--- config.mk ---
export PLATFORM = sky130hd
export DESIGN_NAME = buzzer_scheduler
export DESIGN_NICKNAME = d
export VERILOG_FILES = /design/src/rtl/buzzer_scheduler.sv
export SDC_FILE = /design/constraint.sdc
export NUM_CORES = 1
export LEC_CHECK = 0
export ABC_AREA = 0
export BUFFER_PORTS_ARGS = -buffer_cell sky130_fd_sc_hd__buf_2
export CORE_MARGIN = 4
export CORE_UTILIZATION = 33
export CTS_BUF_LIST = sky130_fd_sc_hd__clkbuf_8
export CTS_CLUSTER_DIAMETER = 40
export CTS_CLUSTER_SIZE = 24
export DETAILED_ROUTE_END_ITERATION = 10
export HOLD_SLACK_MARGIN = 0.05
export SYNTH_ARGS = -nofsm -noshare
export SYNTH_HDL_FRONTEND = slang
export SYNTH_SLANG_ARGS = --single-unit
--- constraint.sdc ---
create_clock -name clk -period 2.2 [get_ports clk]
set_input_delay 0.22 -clock clk [delete_from_list [all_inputs] [get_ports clk]]
set_output_delay 0.22 -clock clk [all_outputs]
set_load 0.01 [all_outputs]
--- src/rtl/buzzer_scheduler.sv ---
// Shares one piezo buzzer among several event sources: latches rising-edge requests,
// grants by fixed priority (index 0 highest) and plays i+1 beeps for requester i.
module buzzer_scheduler #(
    parameter int N_REQ     = 4,
    parameter int TONE_HALF = 25,
    parameter int ON_CYC    = 500,
    parameter int OFF_CYC   = 250,
    parameter int GAP_CYC   = 300
) (
    input  logic             clk,
    input  logic             rst,
    input  logic [N_REQ-1:0] req,
    input  logic             mute,
    output logic             buzzer,
    output logic [N_REQ-1:0] grant,
    output logic             busy,
    output logic             done
);

    localparam int MAX_OO = (ON_CYC > OFF_CYC) ? ON_CYC : OFF_CYC;
    localparam int MAX_GT = (GAP_CYC > TONE_HALF) ? GAP_CYC : TONE_HALF;
    localparam int MAXC   = (MAX_OO > MAX_GT) ? MAX_OO : MAX_GT;
    localparam int CW     = (MAXC > 1) ? $clog2(MAXC) : 1;
    localparam int SW     = (N_REQ > 1) ? $clog2(N_REQ) : 1;
    localparam int BW     = $clog2(N_REQ + 1);

    localparam logic [CW-1:0] ON_LAST  = CW'(ON_CYC - 1);
    localparam logic [CW-1:0] OFF_LAST = CW'(OFF_CYC - 1);
    localparam logic [CW-1:0] GAP_LAST = CW'(GAP_CYC - 1);
    localparam logic [CW-1:0] TH_LAST  = CW'(TONE_HALF - 1);

    typedef enum logic [1:0] {IDLE, ON, OFF, GAP} state_t;

    state_t           state, state_nx;
    logic [N_REQ-1:0] pending, pending_nx, req_prev, grant_nx, clr, rise;
    logic [CW-1:0]    phase, phase_nx, tcnt, tcnt_nx;
    logic [BW-1:0]    beeps, beeps_nx;
    logic             tone, tone_nx, done_nx;
    logic [SW-1:0]    sel;

    // Lowest set index wins: scan downward so the last hit is the smallest index.
    always_comb begin
        sel = '0;
        for (int i = N_REQ - 1; i >= 0; i--) begin
            if (pending[i]) sel = SW'(i);
        end
    end

    assign rise = req & ~req_prev;
    assign busy = (state != IDLE);

    always_comb begin
        state_nx = state;
        grant_nx = grant;
        phase_nx = phase;
        tcnt_nx  = tcnt;
        beeps_nx = beeps;
        tone_nx  = tone;
        done_nx  = 1'b0;
        clr      = '0;
        case (state)
            IDLE: begin
                if (|pending) begin
                    state_nx = ON;
                    grant_nx = N_REQ'(1) << sel;
                    clr      = N_REQ'(1) << sel;
                    beeps_nx = BW'(sel) + BW'(1);
                    phase_nx = '0;
                    tcnt_nx  = '0;
                    tone_nx  = 1'b1;
                end
            end
            ON: begin
                if (phase == ON_LAST) begin
                    phase_nx = '0;
                    tcnt_nx  = '0;
                    tone_nx  = 1'b0;
                    beeps_nx = beeps - BW'(1);
                    state_nx = (beeps > BW'(1)) ? OFF : GAP;
                end else begin
                    phase_nx = phase + CW'(1);
                    if (tcnt == TH_LAST) begin
                        tcnt_nx = '0;
                        tone_nx = ~tone;
                    end else begin
                        tcnt_nx = tcnt + CW'(1);
                    end
                end
            end
            OFF: begin
                if (phase == OFF_LAST) begin
                    state_nx = ON;
                    phase_nx = '0;
                    tcnt_nx  = '0;
                    tone_nx  = 1'b1;
                end else begin
                    phase_nx = phase + CW'(1);
                end
            end
            GAP: begin
                if (phase == GAP_LAST) begin
                    state_nx = IDLE;
                    phase_nx = '0;
                    grant_nx = '0;
                    done_nx  = 1'b1;
                end else begin
                    phase_nx = phase + CW'(1);
                end
            end
            default: state_nx = IDLE;
        endcase
        // A new edge from the requester being granted this cycle survives the clear.
        pending_nx = (pending & ~clr) | rise;
    end

    always_ff @(posedge clk or negedge rst) begin
        if (!rst) begin
            state    <= IDLE;
            pending  <= '0;
            req_prev <= '0;
            phase    <= '0;
            tcnt     <= '0;
            beeps    <= '0;
            tone     <= 1'b0;
            grant    <= '0;
            done     <= 1'b0;
            buzzer   <= 1'b0;
        end else begin
            state    <= state_nx;
            pending  <= pending_nx;
            req_prev <= req;
            phase    <= phase_nx;
            tcnt     <= tcnt_nx;
            beeps    <= beeps_nx;
            tone     <= tone_nx;
            grant    <= grant_nx;
            done     <= done_nx;
            buzzer   <= tone_nx & ~mute;
        end
    end

endmodule

## Word-level counts from Yosys, hierarchy flattened

Cells that the tools add are included.

| operators by class | value |
|---|---|
| add/sub/neg operators | 4 |
| magnitude comparators | 1 |
| equal/unequal tests | 11 |
| shift operators | 1 |
| multiplexer cells | 34 |
| bitwise gates (word level) | 8 |
| reduce and logical (&&, ||, !) cells | 10 |

Operators by type and width:

| operator | number |
|---|---|
| $mux 9 | 7 |
| $pmux 9 s4 | 1 |
| $pmux 9 s3 | 1 |
| $add 9x1->9 const B | 2 |
| $eq 9x9->1 const B | 2 |
| $mux 2 | 8 |
| $mux 4 | 4 |
| $eq 9x5->1 const B | 1 |
| $eq 9x8->1 const B | 1 |
| $reduce_and 3->1 | 3 |
| $and 4x4->4 | 2 |
| $ne 2x2->1 const B | 4 |
| $not 4->4 | 2 |
| $pmux 2 s4 | 1 |
| $pmux 4 s2 | 1 |
| $mux 1 | 7 |
| $mux 3 | 2 |
| $pmux 3 s2 | 1 |
| $reduce_bool 2->1 | 3 |
| $eq 2x2->1 const B | 2 |
| $or 4x4->4 | 1 |
| $reduce_and 4->1 | 1 |
| $reduce_or 4->1 | 1 |
| $shl 1x2->4 const A | 1 |
| other kinds (9) | 10 |

| storage, ports and cells | value |
|---|---|
| flip-flop bits (word level) | 38 |
| bits of input ports | 7 |
| output and inout bits | 7 |
| word-level logic and storage cells | 79 |

## Depth between registers and ports, before layout

Gate-level depths: netlist of the first run.

| depth | value |
|---|---|
| depth in word-level cells | 10 |
| mapped depth | 8 |
| mapped depth without buffers | 7 |

## Worst setup path before layout of the first run

No wires, ideal clock.

| timing path | value |
|---|---|
| kind | reg-to-reg |
| start | reg phase[1] |
| end | reg state[0] |
| library setup time | 125 ps |
| arrival time | 1808 ps |
| required time | 2075 ps |
| path slack | 267 ps |
| cell stages (with the launch flop) | 9 |
| buffers on the path | 1 |
| clock period less this slack | 1933 ps |
| cell sequence | dfrtp_1 > inv_1 > ha_1 > or4bb_1 > o31ai_2 > o21ai_2 > buf_2 > o21ai_0 > o21ai_1 |

| between the ends | value |
|---|---|
| cells in the longest elaborated chain, start to end | 3 |
| elaborated cells on any way between the ends | 7 |
| those cells by class | 6 x eq/ne; 1 x reduce/logical |

RTL lines:

| item | line | source |
|---|---|---|
| start: declaration | 36 | `logic [CW-1:0] phase, phase_nx, tcnt, tcnt_nx;` |
| start signal: assignment | 132 | `phase <= phase_nx;` |
| $eq 9x8->1 (tied with other cells) | 91 | `if (phase == OFF_LAST) begin` |
| $ne 2x2->1 (no source line) | - |  |
| $reduce_and 4->1 (no source line) * | - |  |
| end signal: assignment | 129 | `state <= state_nx;` |
| end: declaration | 34 | `state_t state, state_nx;` |

Every way passes the cells marked *; elsewhere a longest branch is shown, timed or not.
A chain may end at the register's enable or synchronous reset.

## Worst setup path in the final report of the first run

| timing path | value |
|---|---|
| start | reg phase[3] |
| end | reg phase[5] |

| between the ends | value |
|---|---|
| cells in the longest elaborated chain, start to end | 3 |
| elaborated cells on any way between the ends | 8 |
| those cells by class | 1 x add/sub; 3 x eq/ne; 4 x mux |

RTL lines:

| item | line | source |
|---|---|---|
| $add 9x1->9 (tied with other cells) | 81, 97, 107 |  |
| $mux 9, on equally long branches | 101, 74, 91 |  |
| $pmux 9 s4 * | 61 | `case (state)` |

Marked as above.

==> flow_metrics.py, run 1 <==
metrics = {
    "synth": {
        "netlist_area_um2": 1970,
        "synth-edff-count": 0,
        "synth_cell_type_count": 43,
        "ys_seq_area_frac": 0.483,
        "synthMostInstantiatedCell": "dfrtp_1",
        "synth_common_cells": "38 x dfrtp_1, 18 x nor2_1, 16 x o21ai_0",
        "synth_nets": 215,
        "synthArstFlopShare": 1.00,
        "yosysWarnings": 0,
        "synth_area_leaders": "dfrtp_1 48%, ha_1 4.4%, o21ai_0 4.1%, a22o_1 4.0%, a21oi_1 3.8%",
        "yosysTopAreaCellShare": 0.483,
        "synth_cells": 201,
        "synth_largest_area_cell": "dfrtp_1",
        "synth-seq-cells": 38,
        "synth_flop_cell": "dfrtp_1",
        "avgSynthCellArea_um2": 9.80,
    },
    "pwr": {
        "p_sw_mw": 0.266,
        "p_total_mw": 1.31,
        "p_per_area_nw_per_um2": 558,
        "netSwitchingFraction": 0.203,
        "ir_drop_uv": 276,
        "leakage_nw": 1.09,
        "p_comb_frac": 0.021,
        "power_frac_seq": 0.537,
        "internal-power_mw": 1.04,
        "power.share.clock": 0.442,
    },
    "critical_path": {
        "cp-end-kind": "flop",
        "arrival_ns": 2.25,
        "worstPathMaxFanout": 15,
        "critical_path_class": "flop to flop",
        "r2r_cells": 6,
        "path_cells": "buf_4 > or4bb_1 > nor3_1 > o21ai_4 > a21o_1 > a22o_1",
        "cp_data_required_time_ns": 2.38,
        "crit_path_start_kind": "flop",
        "cp_slowest_cell": "dfrtp_1",
        "regToRegSetupSlack_ns": 0.13,
        "critPathMaxStageDelay_ns": 0.41,
    },
    "floorplanning": {
        "start_util": 0.349,
        "die_area_um2": 7270,
        "placementRows": 27,
        "io_pins": 14,
        "die_x_um": 85.3,
        "die_h_um": 85.3,
        "coreArea_um2": 5640,
    },
    "job": {
        "maxCapViolations": 0,
    },
    "layout": {
        "insertedDiodeCount": 0,
        "drive_gt1_frac": 0.193,
        "syn2layout_area_growth_pct": 18.9,
        "seq_area_um2": 951,
        "multi_input_area_um2": 945,
        "fillers": 556,
        "final_core_util": 0.415,
        "fin_nets": 246,
    },
    "clocking": {
        "cts.htree.levels": 2,
        "clkTransAtPathRegs_ns": 0.07,
        "cts_buffer_depth": 2,
        "cts_sinks": 38,
        "cts_root_buf": "clkbuf_8",
        "cts_buffers": 5,
        "cts_tree": "done",
        "clock_latency_ns": 0.30,
        "cts_setup_buffers": 0,
    },
    "placement": {
        "dp_slack_ns": 0.0654,
        "gp_congestion": 0.783,
        "dp_hpwl_um": 2830,
        "io_buffers": 13,
    },
    "drt": {
        "dr_total_vias": 1509,
        "wl_per_cell_um": 13.1,
        "drc": 0,
        "vias_per_cell": 4.95,
        "ant_nets": 0,
        "drt-total-wl_um": 4000,
        "drt_pass1_iterations": 4,
        "dr.first_iter.drc_count": 77,
    },
    "global_routing": {
        "grt_remaining_overflow": 0,
        "grt_pass1_wl_um": 7110,
        "grt_max_degree": 39,
        "grt_use_total": 0.121,
        "grt_pass1_vias": 1528,
        "antenna_found_initial": 0,
    },
    "sta": {
        "whs_ns": 0.227,
        "slew_viol_final": 0,
        "slew_headroom": 0.443,
        "postLayoutSetupSlackWorst_ns": 0.126,
        "fin_setup_tns_ns": 0,
        "max_freq_mhz": 482,
        "post-route-min-period_ns": 2.07,
        "worst_pin_slew_ns": 0.836,
        "fin_skew_ns": 0.00941,
        "hold_viol": 0,
        "post-route-period-util": 0.943,
        "rsz0062_at_grt": "true",
        "setup-violations-final": 0,
    },
    "min_path": {
        "hold_depth": 2,
        "worstHoldPathType": "input port to flop",
    },
    "status": {
        "status": "finished clean",
    },
}
[timing repair]
item                                    in CTS  in global routing
hold buffers                                 5                  0
endpoints found under the setup margin       0                  9
hold endpoints to repair                     7                  0
resized for setup                            0                  3
[final cells by class]
class | count | share of cell area
multi-input combinational | 144 | 0.403
sequential | 38 | 0.406
inverter | 14 | 0.0224
timing repair buffer | 29 | 0.0844
clock inverter | 3 | 0.0160
tap | 72 | 0.0385
clock buffer | 5 | 0.0294
[cell families after synthesis]
kind of cell | count (synthesis) | share of synthesized area
AO/OA/AOI/OAI | 58 | 0.196
multiplexers | 3 | 0.0159
buffers and inverters | 19 | 0.0470
adder cells (fa/ha/maj) | 7 | 0.0445
flip-flops | 38 | 0.483
XOR/XNOR | 3 | 0.0133
AND/OR/NAND/NOR | 73 | 0.200
[through the flow]
stage                     area [um2]  instances
after global routing            2340        305
after floorplan                 1970        201
after detailed placement        2170        292
after CTS                       2320        305
final                           2340        305
after global placement          2170        292
[cell usage in the layout, fill, tap and decap left out, types with 7 or more instances in the layout]
cell,synthesis,layout
a21oi_1,15,15
a22o_1,9,9
buf_2,2,13
buf_4,1,11
dfrtp_1,38,38
ha_1,7,7
inv_1,14,16
nand2_1,15,15
nand3_1,9,9
nor2_1,18,17
nor3_1,8,8
o21ai_0,16,16
[power by group through the flow]
stage,sequential [mW],clock [mW],combinational (mW)
2_1_floorplan,0.716,0,0.00137
6_report,0.703,0.578,0.0273
5_1_grt,0.702,0.621,0.0328
4_1_cts,0.703,0.587,0.0282
3_3_place_gp,0.716,0,0.0212
3_5_place_dp,0.716,0,0.0218
[metal layers]
layer / global-route usage / wire [um] / part of all wire / up-vias
met3: 0.0417 / 137 / 0.034 / 7
met4: 0.0475 / 76 / 0.019 / 0
met2: 0.181 / 1760 / 0.44 / 15
met5: 0 / 0 / 0 / -
li1: - / - / - / 775
met1: 0.161 / 2030 / 0.51 / 712
[flip-flops by register name, indices dropped and copies added (netlist names), 2 cells and up]
| register | count |
|---|---|
| state | 2 |
| pending | 4 |
| beeps | 3 |
| grant | 4 |
| phase | 9 |
| req_prev | 4 |
| tcnt | 9 |
[worst max-delay path, delay by kind of cell (launching register included)]
kind	cells	cell delay [ns]
AND/OR/NAND/NOR	2	0.80
AO/OA/AOI/OAI	3	0.57
flip-flops	1	0.41
buffers and inverters	1	0.18
[final timing paths]
| kind | startpoint | to |
|---|---|---|
| min | mute | buzzer |
| min in group asynchronous | rst | tcnt[7] |
| max in group asynchronous | rst | phase[6] |
| min reg2reg | req_prev[0] | pending[0] |
| max reg2reg | phase[3] | phase[5] |
| max | phase[3] | phase[5] |
Power figures use the tool's default switching activity.
==> run 2: changes to the inputs <==
- CORE_UTILIZATION: 33 -> 44
- PLACE_DENSITY_LB_ADDON: not set -> 0.08
==> run 2 against run 1 <==
  * Non-clock buffer count fell by 2
  * Clock skew down 0.0033 ns
  * Sequential power barely moved
  * Critical path depth increased by 1
  * Count of clock-buffer cells in the layout did not move
  * Power grew 1.4%
==> flow_metrics.py, run 2 (synthesized netlist as in run 1, its figures left out) <==
metrics = {
    "global_routing": {
        "met1_usage": 0.222,
        "use_met2": 0.251,
        "grt_pass1_vias": 1522,
        "grt_use_total": 0.164,
        "grt_remaining_overflow": 0,
        "grt_busiest_layer": "met2",
        "antenna_found_initial": 0,
        "grt_max_degree": 39,
        "grt_pass1_wl_um": 7020,
        "met3_usage": 0.0401,
    },
    "sta": {
        "setup-violations-final": 0,
        "worst_pin_slew_ns": 0.838,
        "rsz0062_at_grt": "true",
        "fin_skew_ns": 0.00611,
        "post-route-period-util": 0.931,
        "whs_ns": 0.0233,
        "slew_viol_final": 0,
        "post-route-min-period_ns": 2.05,
        "hold_viol": 0,
        "postLayoutSetupSlackWorst_ns": 0.153,
        "slew_headroom": 0.442,
        "max_freq_mhz": 488,
    },
    "clocking": {
        "cts_sinks": 38,
        "clock_latency_ns": 0.29,
        "cts_buffer_depth": 2,
        "cts_tree": "done",
        "cts_root_buf": "clkbuf_8",
        "cts.htree.levels": 2,
        "cts_buffers": 5,
        "clkTransAtPathRegs_ns": 0.08,
    },
    "critical_path": {
        "crit_path_start_kind": "flop",
        "cp_data_required_time_ns": 2.38,
        "cp-end-kind": "flop",
        "worstPathMaxFanout": 15,
        "arrival_ns": 2.23,
        "path_cells": "inv_1 > ha_1 > or4bb_1 > o31ai_4 > o21ai_4 > a21o_1 > a22o_1",
        "critical_path_class": "flop to flop",
        "r2r_cells": 7,
        "cp_slowest_cell": "or4bb_1",
        "critPathMaxStageDelay_ns": 0.46,
    },
    "drt": {
        "ant_nets": 0,
        "dr_total_vias": 1572,
        "wl_per_cell_um": 14.2,
        "dr.first_iter.drc_count": 117,
        "drt-total-wl_um": 4030,
        "drt_pass1_iterations": 4,
        "vias_per_cell": 5.55,
        "drc": 0,
    },
    "pwr": {
        "ir_drop_uv": 271,
        "p_per_area_nw_per_um2": 575,
        "leakage_nw": 1.07,
    },
    "floorplanning": {
        "start_util": 0.452,
        "coreArea_um2": 4350,
        "placementRows": 24,
        "die_h_um": 74.9,
        "die_area_um2": 5610,
        "die_x_um": 74.9,
        "io_pins": 14,
    },
    "layout": {
        "top_regs": "phase (9), tcnt (9)",
        "final_common_cell": "dfrtp_1",
        "syn2layout_area_growth_pct": 17.0,
        "drive_gt1_frac": 0.195,
        "insertedDiodeCount": 0,
        "final_cell_mix": "38 x dfrtp_1, 18 x nor2_1, 16 x o21ai_0",
        "fin_nets": 244,
        "fillers": 395,
    },
    "placement": {
        "io_buffers": 13,
        "dp_hpwl_um": 2930,
        "gp_congestion": 0.898,
        "dp_slack_ns": 0.0715,
    },
    "min_path": {
        "worstHoldPathType": "input port to async pin",
    },
    "job": {
        "maxCapViolations": 0,
    },
    "status": {
        "status": "finished clean",
    },
}
==> run 2: cell types whose count changed in the layout (fill, tap and decap cells not counted), sizes merged <==
cell         before  now
inv              16   14
buf              24   23
dlygate4sd3       5    4
clkinvlp          0    2
==> run 2: what timing repair did <==
action	4_1_cts	5_1_grt
endpoints found under the hold margin	4	0
buffers inserted	0	0
gates resized for setup	0	2
hold buffers	4	0
endpoints found under the setup margin	0	5
==> run 2: final timing paths <==
path | end | slack, ns | start
min in group clk | buzzer | 0.23 | mute
worst min-delay path | grant[2] | 0.02 | rst
worst max-delay path | phase[7] | 0.15 | phase[1]
max in group asynchronous | phase[8] | 1.65 | rst
worst max register to register | phase[7] | 0.15 | phase[1]
worst min register to register | pending[0] | 0.43 | req_prev[0]
==> run 2: critical path: cells and delay by family (launching register included) <==
| family | cells | cell delay (ns) |
|---|---|---|
| buf+inv | 1 | 0.09 |
| fa+ha+maj | 1 | 0.14 |
| flops | 1 | 0.43 |
| simple gates | 1 | 0.46 |
| compound gates | 4 | 0.83 |
==> run 2: routing by layer <==
| metal | part of all wire | wire length, um | up-vias |
|---|---|---|---|
| li1 | - | - | 773 |
| met1 | 0.49 | 1970 | 771 |
| met2 | 0.47 | 1880 | 21 |
| met3 | 0.030 | 121 | 7 |
| met4 | 0.015 | 62 | 0 |
| met5 | 0 | 0 | - |
==> run 2: stage by stage <==
step | cells | total power, mW | util | setup TNS, ns | cell area (um2)
4_1_cts | 283 | 1.34 | 0.526 | 0 | 2290
2_1_floorplan | 201 | 0.718 | - | 0 | 1970
5_1_grt | 283 | 1.38 | 0.529 | -0.0309 | 2300
6_report | 283 | 1.33 | 0.529 | 0 | 2300
3_5_place_dp | 271 | 0.738 | 0.490 | 0 | 2130
3_3_place_gp | 271 | 0.737 | 0.490 | 0 | 2130
==> run 2: area by class of cell <==
type,count,area [um2],area share
Clock buffer,5,68.8,0.0299
Clock inverter,3,45.0,0.0195
Inverter,14,52.6,0.0228
Multi-Input combinational cell,144,942,0.409
Sequential cell,38,951,0.413
Tap cell,52,65.1,0.0282
Timing Repair Buffer,27,180,0.0782
==> run 2: where the power goes <==
group	leakage, nW	total [mW]	switching (mW)	internal [mW]
clock network	0.0504	0.598	0.260	0.337
registers	0.457	0.702	0.000866	0.701
logic	0.564	0.0255	0.0165	0.00905
total	1.07	1.33	0.278	1.05
